## config.mk

```make
export PLATFORM = sky130hd
export DESIGN_NAME = fetch_if_id_stage
export DESIGN_NICKNAME = d
export VERILOG_FILES = /design/src/rtl/fetch_if_id_stage.sv
export SDC_FILE = /design/constraint.sdc
export NUM_CORES = 1
export LEC_CHECK = 0
export ABC_AREA = 1
export CAP_MARGIN = 40
export CORE_UTILIZATION = 41
export CTS_CLUSTER_DIAMETER = 50
export DETAILED_ROUTE_END_ITERATION = 6
export PLACE_DENSITY = 0.74
export SLEW_MARGIN = 20
export SYNTH_ARGS = -nofsm -noshare
export SYNTH_HDL_FRONTEND = slang
export SYNTH_SLANG_ARGS = --single-unit
```

## constraint.sdc

```tcl
create_clock -name clk -period 2.2 [get_ports clk]
set_clock_uncertainty 0.05 [all_clocks]
set_input_delay 0.55 -clock clk [delete_from_list [all_inputs] [get_ports clk]]
set_output_delay 0.55 -clock clk [all_outputs]
set_load 0.005 [all_outputs]
```

## src/rtl/fetch_if_id_stage.sv

```systemverilog
// Instruction-fetch stage and IF/ID pipeline register with req/ready instruction memory port.
// Optional STALL_COUNT_EN adds a free-running count of IF/ID stall cycles on stall_cycles.
//
// state    | meaning
// ST_BOOT  | first cycle after reset, no request issued
// ST_FETCH | request at pc outstanding, loads IF/ID on ready
// ST_HOLD  | fetched word parked in hold buffer while IF/ID is stalled
// ST_DROP  | redirected while a request was in flight; finish it and discard data
module fetch_if_id_stage #(
  parameter logic [31:0] RESET_PC  = 32'h0000_0000,
  parameter logic [31:0] NOP_INSTR = 32'h0000_0000
) (
  input  logic        clk,
  input  logic        rst_n,
  input  logic        PC_write,
  input  logic        IF_ID_write,
  input  logic        branch_taken,
  input  logic [31:0] branch_target,
  output logic        imem_req,
  output logic [31:0] imem_addr,
  input  logic [31:0] imem_rdata,
  input  logic        imem_ready,
  output logic [31:0] instr_IF_ID,
  output logic [31:0] pc_plus4_IF_ID,
  output logic        valid_IF_ID
`ifdef STALL_COUNT_EN
  ,output logic [31:0] stall_cycles
`endif
);

  localparam logic [1:0] ST_BOOT  = 2'd0;
  localparam logic [1:0] ST_FETCH = 2'd1;
  localparam logic [1:0] ST_HOLD  = 2'd2;
  localparam logic [1:0] ST_DROP  = 2'd3;

  logic [1:0]  state_q, state_d;
  logic [31:0] pc_q, pc_d;
  logic [31:0] drop_addr_q, drop_addr_d;
  logic [31:0] hold_instr_q, hold_instr_d;
  logic [31:0] instr_q, instr_d;
  logic [31:0] pc4_q, pc4_d;
  logic        valid_q, valid_d;
  logic [31:0] pc_plus4;

  assign pc_plus4  = pc_q + 32'd4;
  assign imem_req  = (state_q == ST_FETCH) || (state_q == ST_DROP);
  // DROP keeps presenting the abandoned address so the memory sees a stable request
  assign imem_addr = (state_q == ST_DROP) ? drop_addr_q : pc_q;

  assign instr_IF_ID    = instr_q;
  assign pc_plus4_IF_ID = pc4_q;
  assign valid_IF_ID    = valid_q;

  always_comb begin
    state_d      = state_q;
    pc_d         = pc_q;
    drop_addr_d  = drop_addr_q;
    hold_instr_d = hold_instr_q;
    instr_d      = instr_q;
    pc4_d        = pc4_q;
    valid_d      = valid_q;

    if (branch_taken) begin
      pc_d         = branch_target & 32'hFFFF_FFFC;
      instr_d      = NOP_INSTR;
      pc4_d        = '0;
      valid_d      = 1'b0;
      hold_instr_d = '0;
      if (state_q == ST_FETCH && !imem_ready) begin
        state_d     = ST_DROP;
        drop_addr_d = pc_q;
      end else if (state_q != ST_DROP) begin
        state_d = ST_FETCH;
      end
    end else begin
      case (state_q)
        ST_BOOT: state_d = ST_FETCH;
        ST_FETCH: begin
          if (imem_ready) begin
            if (IF_ID_write) begin
              instr_d = imem_rdata;
              pc4_d   = pc_plus4;
              valid_d = 1'b1;
              if (PC_write) pc_d = pc_plus4;
            end else begin
              hold_instr_d = imem_rdata;
              state_d      = ST_HOLD;
            end
          end else if (IF_ID_write) begin
            instr_d = NOP_INSTR;
            pc4_d   = '0;
            valid_d = 1'b0;
          end
        end
        ST_HOLD: begin
          if (IF_ID_write) begin
            instr_d = hold_instr_q;
            pc4_d   = pc_plus4;
            valid_d = 1'b1;
            pc_d    = pc_plus4;
            state_d = ST_FETCH;
          end
        end
        default: begin
          if (IF_ID_write) begin
            instr_d = NOP_INSTR;
            pc4_d   = '0;
            valid_d = 1'b0;
          end
          if (imem_ready) state_d = ST_FETCH;
        end
      endcase
    end
  end

  always_ff @(posedge clk or negedge rst_n) begin
    if (!rst_n) begin
      state_q      <= ST_BOOT;
      pc_q         <= RESET_PC;
      drop_addr_q  <= '0;
      hold_instr_q <= '0;
      instr_q      <= NOP_INSTR;
      pc4_q        <= '0;
      valid_q      <= 1'b0;
    end else begin
      state_q      <= state_d;
      pc_q         <= pc_d;
      drop_addr_q  <= drop_addr_d;
      hold_instr_q <= hold_instr_d;
      instr_q      <= instr_d;
      pc4_q        <= pc4_d;
      valid_q      <= valid_d;
    end
  end

`ifdef STALL_COUNT_EN
  logic [31:0] stall_q;

  always_ff @(posedge clk or negedge rst_n) begin
    if (!rst_n) begin
      stall_q <= '0;
    end else if (!IF_ID_write) begin
      stall_q <= stall_q + 32'd1;
    end
  end

  assign stall_cycles = stall_q;
`endif

endmodule
```

==> impl_metrics.ini, run 1 <==
[power]
power_frac_comb_pct = 49.4
irDropWorstVdd_v = 0.000626
design_power_total_uw = 14700
p_leak_uw = 0.00525
p_per_area_nw_per_um2 = 1260
pwr-share-seq_pct = 29.6
swShare_pct = 40.3
clkPwrFrac_pct = 21.0
p_int_uw = 8760
power_switching_uw = 5900

[worst_setup_path]
timing.critical_path.from = state_q[0]
crit_arrival_ns = 1.69
r2r_setup_slack_ns = 0.08
regToRegStartpoint = state_q[1]
reg2reg_depth = 12
cp_data_required_time_ns = 1.60
endpoint = imem_addr[16]
crit_path_end_kind = primary output
critPathKind = reg -> out
crit-reg2reg-capture = pc_q[22]
worstPathMaxFanout = 6
worst_setup_path_start_kind = flip-flop

[floorplan]
rows = 51
die-area_um2 = 21000
die_x_um = 145
io-pin-count = 168
core_region_area_um2 = 19800
initial_utilization_pct = 42.4
die_y_um = 145

[finish]
syn_to_final_growth_pct = 39.4
nFillCells = 1798
seqCellArea_um2 = 3980
drive_gt1_share_pct = 16.3
layout.nets = 1370
layoutNonFillerInstCount = 1574
design_area_um2 = 11700
multiInputGateArea_um2 = 3720

[synth]
yosys_warnings = 0
synth_compound_area_share_pct = 20.1
yosysSeqAreaShare_pct = 47.5
synth-seq-cells = 159
synth_cells = 1089
netlist_area_um2 = 8380
synth_top_family_by_area = simple AND/OR/NAND/NOR gates
synth_mux_area_share_pct = 0
synth_fa_ha_area_share_pct = 0.746
syn_avg_cell_area_um2 = 7.70
synth_cell_types = 35
synth_simple_gate_area_share_pct = 20.5
synth-xor-area-share_pct = 0.940

[global_route]
grt_pass1_vias = 8096
gr-usage-met2_pct = 37.9
busiest_layer = met2
grtUsageTotal_pct = 25.3
use_met1_pct = 35.6
grt_antenna_before_repair = 1
grt_pass1_wl_um = 42200
overflow = 0
grt_max_degree = 60
met3_usage_pct = 5.00

[timing]
slew_viol_final = 0
setup_violations = 12
rsz0062_at_grt = yes
hold_violations = 0
finalCritPeriodShare_pct = 104
fmax_mhz = 437
hold_slack_ns = 0.436
setup_slack_ns = -0.0894
post-route-min-period_ns = 2.29

[detailed_routing]
drtAntennaViolNets = 0
drt_iter0_drc = 802
route.detailed.drc = 0
dr_total_vias = 8440
first_pass_iters = 6
routed_wl_um = 26600
via_per_inst = 5.36
wire_per_inst_um = 16.9

[flow_run]
cap_violations = 0

[run_status]
status = finished, violations left
violations = setup timing

[cts]
worstSkewPairLatency_ns = 0.43
cts_buffers = 17
cts_sinks = 159
cts_max_path_buffers = 2
cts_root_buffer = clkbuf_16
cts_tree = yes
htreeDepth = 4
clkTransAtPathRegs_ns = 0.06

[place]
dp_cells = 1520
placed_area_um2 = 10700
dpl.hpwl_um = 18100
io_buffers = 163
place_congestion = 0.941

[hold_path]
min_path_type = reg -> reg
hold_path_depth = 2
min-delay-start = drop_addr_q[11]
[logic make-up after synthesis]
group,Yosys count
adders and majority gates,5
and+or+nand+nor,401
other,1
AOI/OAI and AO/OA,297
buffers and inverters,217
DFF,159
xor gates and xnor gates,9
[per-stage QoR]
stage	worst slack [ns]	TNS (ns)	utilization [%]
final	-0.0894	-0.799	59.1
after global routing	-0.143	-1.86	59.1
after CTS	-0.138	-1.17	58.1
after detailed placement	-0.103	-0.840	54.2
after global placement	-0.0527	-0.292	54.2
after floorplan	0.453	0	-
[state kept, by name, summed over array words and instances (netlist names)]
name and count:
hold_instr_q 32, pc_plus4_IF_ID 32, pc_q 30, state_q 2, drop_addr_q 30, instr_IF_ID 32
valid_IF_ID 1
[worst min path at each step]
stage                          to  slack, ns
2_1_floorplan     drop_addr_q[10]       0.20
3_3_place_gp    pc_plus4_IF_ID[6]       0.35
3_5_place_dp   pc_plus4_IF_ID[10]       0.35
4_1_cts           drop_addr_q[25]       0.44
5_1_grt        pc_plus4_IF_ID[10]       0.46
6_report          drop_addr_q[11]       0.44
[Yosys cell counts, drive strengths merged]
library cell,n,share of area [%]
conb,1,0.045
inv,155,6.9
buf,22,1.5
o32ai,1,0.10
a21o,1,0.090
a22oi,33,3.0
o21bai,1,0.090
ha,5,0.75
clkinv,2,0.090
o2bb2ai,1,0.10
nand3,69,4.1
and3,1,0.075
nand2,271,12
nand4,3,0.22
o21ai,155,9.3
xor2,9,0.94
a21oi,34,2.0
o22ai,59,4.4
o21a,1,0.090
dfrtp,159,47
o211ai,11,0.98
or2,1,0.075
nor3,5,0.30
clkbuf,38,1.7
nor2,51,3.2
[worst max-delay path, cell delays in order (launching register included)]
cell and delay, ns:
dfrtp_1 0.41, ha_4 0.20, buf_12 0.14, buf_16 0.14
buf_8 0.13, o21ai_2 0.12, buf_2 0.13
[timing repair]
action | in CTS | in global routing
pin swaps | 9 | 8
setup buffers | 9 | 6
gates cloned | 3 | 4
endpoints found under the hold margin | 14 | 0
gates resized for setup | 182 | 26
hold buffers | 1 | 0
setup endpoints to repair | 31 | 116
[power groups by stage]
stage	registers, uW	logic (uW)	clock network, uW
final	4340	7250	3080
after detailed placement	4340	6430	0
after CTS	4310	6820	3120
after floorplan	4200	3430	0
after global placement	4320	6300	0
after global routing	4420	7970	3250
[cells in the final DEF (no fill, tap or decap), drive strengths merged, types with 5 or more instances in the layout]
cell type / synthesis / layout
nand3: 69 / 69
dfrtp: 159 / 159
ha: 5 / 5
o211ai: 11 / 11
a22oi: 33 / 33
clkinv: 2 / 6
a21oi: 34 / 34
clkdlybuf4s50: 0 / 131
o22ai: 59 / 59
clkbuf: 38 / 24
buf: 22 / 110
xor2: 9 / 9
nor2: 51 / 51
nand2: 271 / 271
inv: 155 / 156
o21ai: 155 / 155
nor3: 5 / 5
[per-layer routing]
metal	wire [um]	vias to the layer above
li1	-	4017
met1	12000	3993
met2	12000	374
met3	1800	56
met4	823	0
met5	0	-
[layout make-up]
| type | count | share of cell area [%] |
|---|---|---|
| Tap cell | 265 | 2.84 |
| Sequential cell | 159 | 34.1 |
| Antenna cell | 1 | 0.0214 |
| Inverter | 157 | 5.08 |
| Multi-Input combinational cell | 714 | 31.9 |
| Timing Repair Buffer | 246 | 20.9 |
| Clock inverter | 12 | 1.35 |
| Clock buffer | 20 | 3.91 |
Power figures use the tool's default switching activity.
==> run 2: changes to the inputs <==
- CELL_PAD_IN_SITES_DETAIL_PLACEMENT: unset -> 0
- CELL_PAD_IN_SITES_GLOBAL_PLACEMENT: unset -> 1
- CORE_MARGIN: unset -> 2
- CORE_UTILIZATION: 41 -> 38
- GPL_TIMING_DRIVEN: unset -> 1
- PLACE_DENSITY: 0.74 -> 0.89
==> impl_metrics.ini, run 2 (same netlist as run 1, synthesis figures left out) <==
[worst_setup_path]
timing.critical_path.from = state_q[0]
worst_setup_path_start_kind = flip-flop
regToRegStartpoint = state_q[0]
worstPathMaxFanout = 5
path_cells = ha_4 > buf_8 > buf_16 > or2_4 > buf_6
crit_cells = 5
reg2reg_depth = 14
slowest_stage = dfrtp_1
crit_path_end_kind = primary output
max_stage_delay_ns = 0.42
r2r_setup_slack_ns = 0.07
path_delay_family = flip-flops
endpoint = imem_req
crit_buf_inv = 3
crit-reg2reg-capture = pc_plus4_IF_ID[28]
crit_arrival_ns = 1.67
cp_data_required_time_ns = 1.60
critPathKind = reg -> out

[floorplan]
core_region_area_um2 = 21800
initial_utilization_pct = 38.5
die_y_um = 153
die_x_um = 153
io-pin-count = 168
die-area_um2 = 23300
rows = 54

[place]
dpl.hpwl_um = 18400
io_buffers = 163
placed_area_um2 = 10800
dp_cells = 1538
place_congestion = 0.889

[power]
irDropWorstVdd_v = 0.000534
p_leak_uw = 0.00521
p_per_area_nw_per_um2 = 1260

[cts]
cts_buffers = 17
clkTransAtPathRegs_ns = 0.06
cts_root_buffer = clkbuf_16
cts_max_path_buffers = 2
htreeDepth = 4
worstSkewPairLatency_ns = 0.43
cts_sinks = 159
cts_tree = yes

[finish]
layout_common_cells = 252 x nand2_1, 159 x dfrtp_1, 153 x inv_1
nFillCells = 2065
syn_to_final_growth_pct = 38.3
n_antenna_cell = 0
drive_gt1_share_pct = 16.0
design_area_um2 = 11600
layout.nets = 1360
layoutNonFillerInstCount = 1577
final_common_cell = nand2_1

[hold_path]
min_path_type = in -> async

[timing]
fmax_mhz = 440
finalCritPeriodShare_pct = 103
slew_viol_final = 0
worstMarginPinSlew_ns = 0.545
maxSlewHeadroom_pct = 63.7
setup_slack_ns = -0.0745
hold_slack_ns = 0.0393
hold_violations = 0
post-route-min-period_ns = 2.27
rsz0062_at_grt = yes
setup_violations = 11

[global_route]
grt_pass1_vias = 8006
overflow = 0
grt_antenna_before_repair = 0
grt_pass1_wl_um = 42100
grtUsageTotal_pct = 22.7
grt_max_degree = 67

[run_status]
violations = setup timing
status = finished, violations left

[detailed_routing]
route.detailed.drc = 0
drt_iter0_drc = 623
dr_total_vias = 8190
drtAntennaViolNets = 0
routed_wl_um = 26600
first_pass_iters = 6
wire_per_inst_um = 16.9
via_per_inst = 5.19

[flow_run]
cap_violations = 0
==> run 2: layout make-up <==
| class | instances | area, um2 | area share [%] |
|---|---|---|---|
| Multi-Input combinational cell | 714 | 3770 | 32.5 |
| Clock buffer | 17 | 425 | 3.67 |
| Tap cell | 280 | 350 | 3.02 |
| Sequential cell | 159 | 3980 | 34.3 |
| Inverter | 157 | 589 | 5.08 |
| Clock inverter | 14 | 213 | 1.83 |
| Timing Repair Buffer | 236 | 2270 | 19.6 |
==> run 2: how the worst min path moves through the flow <==
stage | to | startpoint | slack [ns] | cells past startpoint
3_5_place_dp | drop_addr_q[30] | drop_addr_q[30] | 0.42 | 2
4_1_cts | pc_plus4_IF_ID[9] | rst_n | 0.04 | 2
2_1_floorplan | drop_addr_q[10] | rst_n | 0.20 | 0
5_1_grt | pc_plus4_IF_ID[9] | rst_n | 0.05 | 2
3_3_place_gp | drop_addr_q[29] | drop_addr_q[29] | 0.42 | 2
6_report | pc_plus4_IF_ID[8] | rst_n | 0.04 | 2
==> run 2: power by group <==
part / switching, uW / internal, uW / total, uW / leakage [uW]
Sequential: 652 / 3700 / 4350 / 0.00210
Clock: 1230 / 2010 / 3240 / 0.000314
Combinational: 3970 / 3020 / 6990 / 0.00279
==> run 2: timing repair <==
item | 4_1_cts | 5_1_grt
cloned | 2 | 3
setup buffers | 3 | 1
hold buffers | 0 | 0
resized for setup | 180 | 30
pin swaps | 10 | 13
endpoints found under the setup margin | 31 | 70
==> run 2: through the flow <==
step	worst slack, ns	power [uW]	TNS [ns]	utilization (%)
finish	-0.0745	14600	-0.240	53.3
global route	-0.116	15600	-1.29	53.3
detailed placement	-0.125	10800	-2.98	49.4
CTS	-0.155	14300	-0.505	52.7
global placement	-0.0977	10700	-1.44	49.4
floorplan	0.453	7630	0	-
==> run 2: layer usage <==
metal	track usage, %	part of all wire (%)
met1	32.0	46
met2	34.9	46
met3	3.98	5.6
met4	8.86	2.4
met5	0	0
==> run 2: worst reg2reg max path, delay by kind of cell, from the launching register on <==
kind	cells	cell delay, ns
AND/OR/NAND/NOR	8	0.75
buffers and inverters	5	0.63
flip-flops	1	0.42
adder cells (fa/ha/maj)	1	0.18
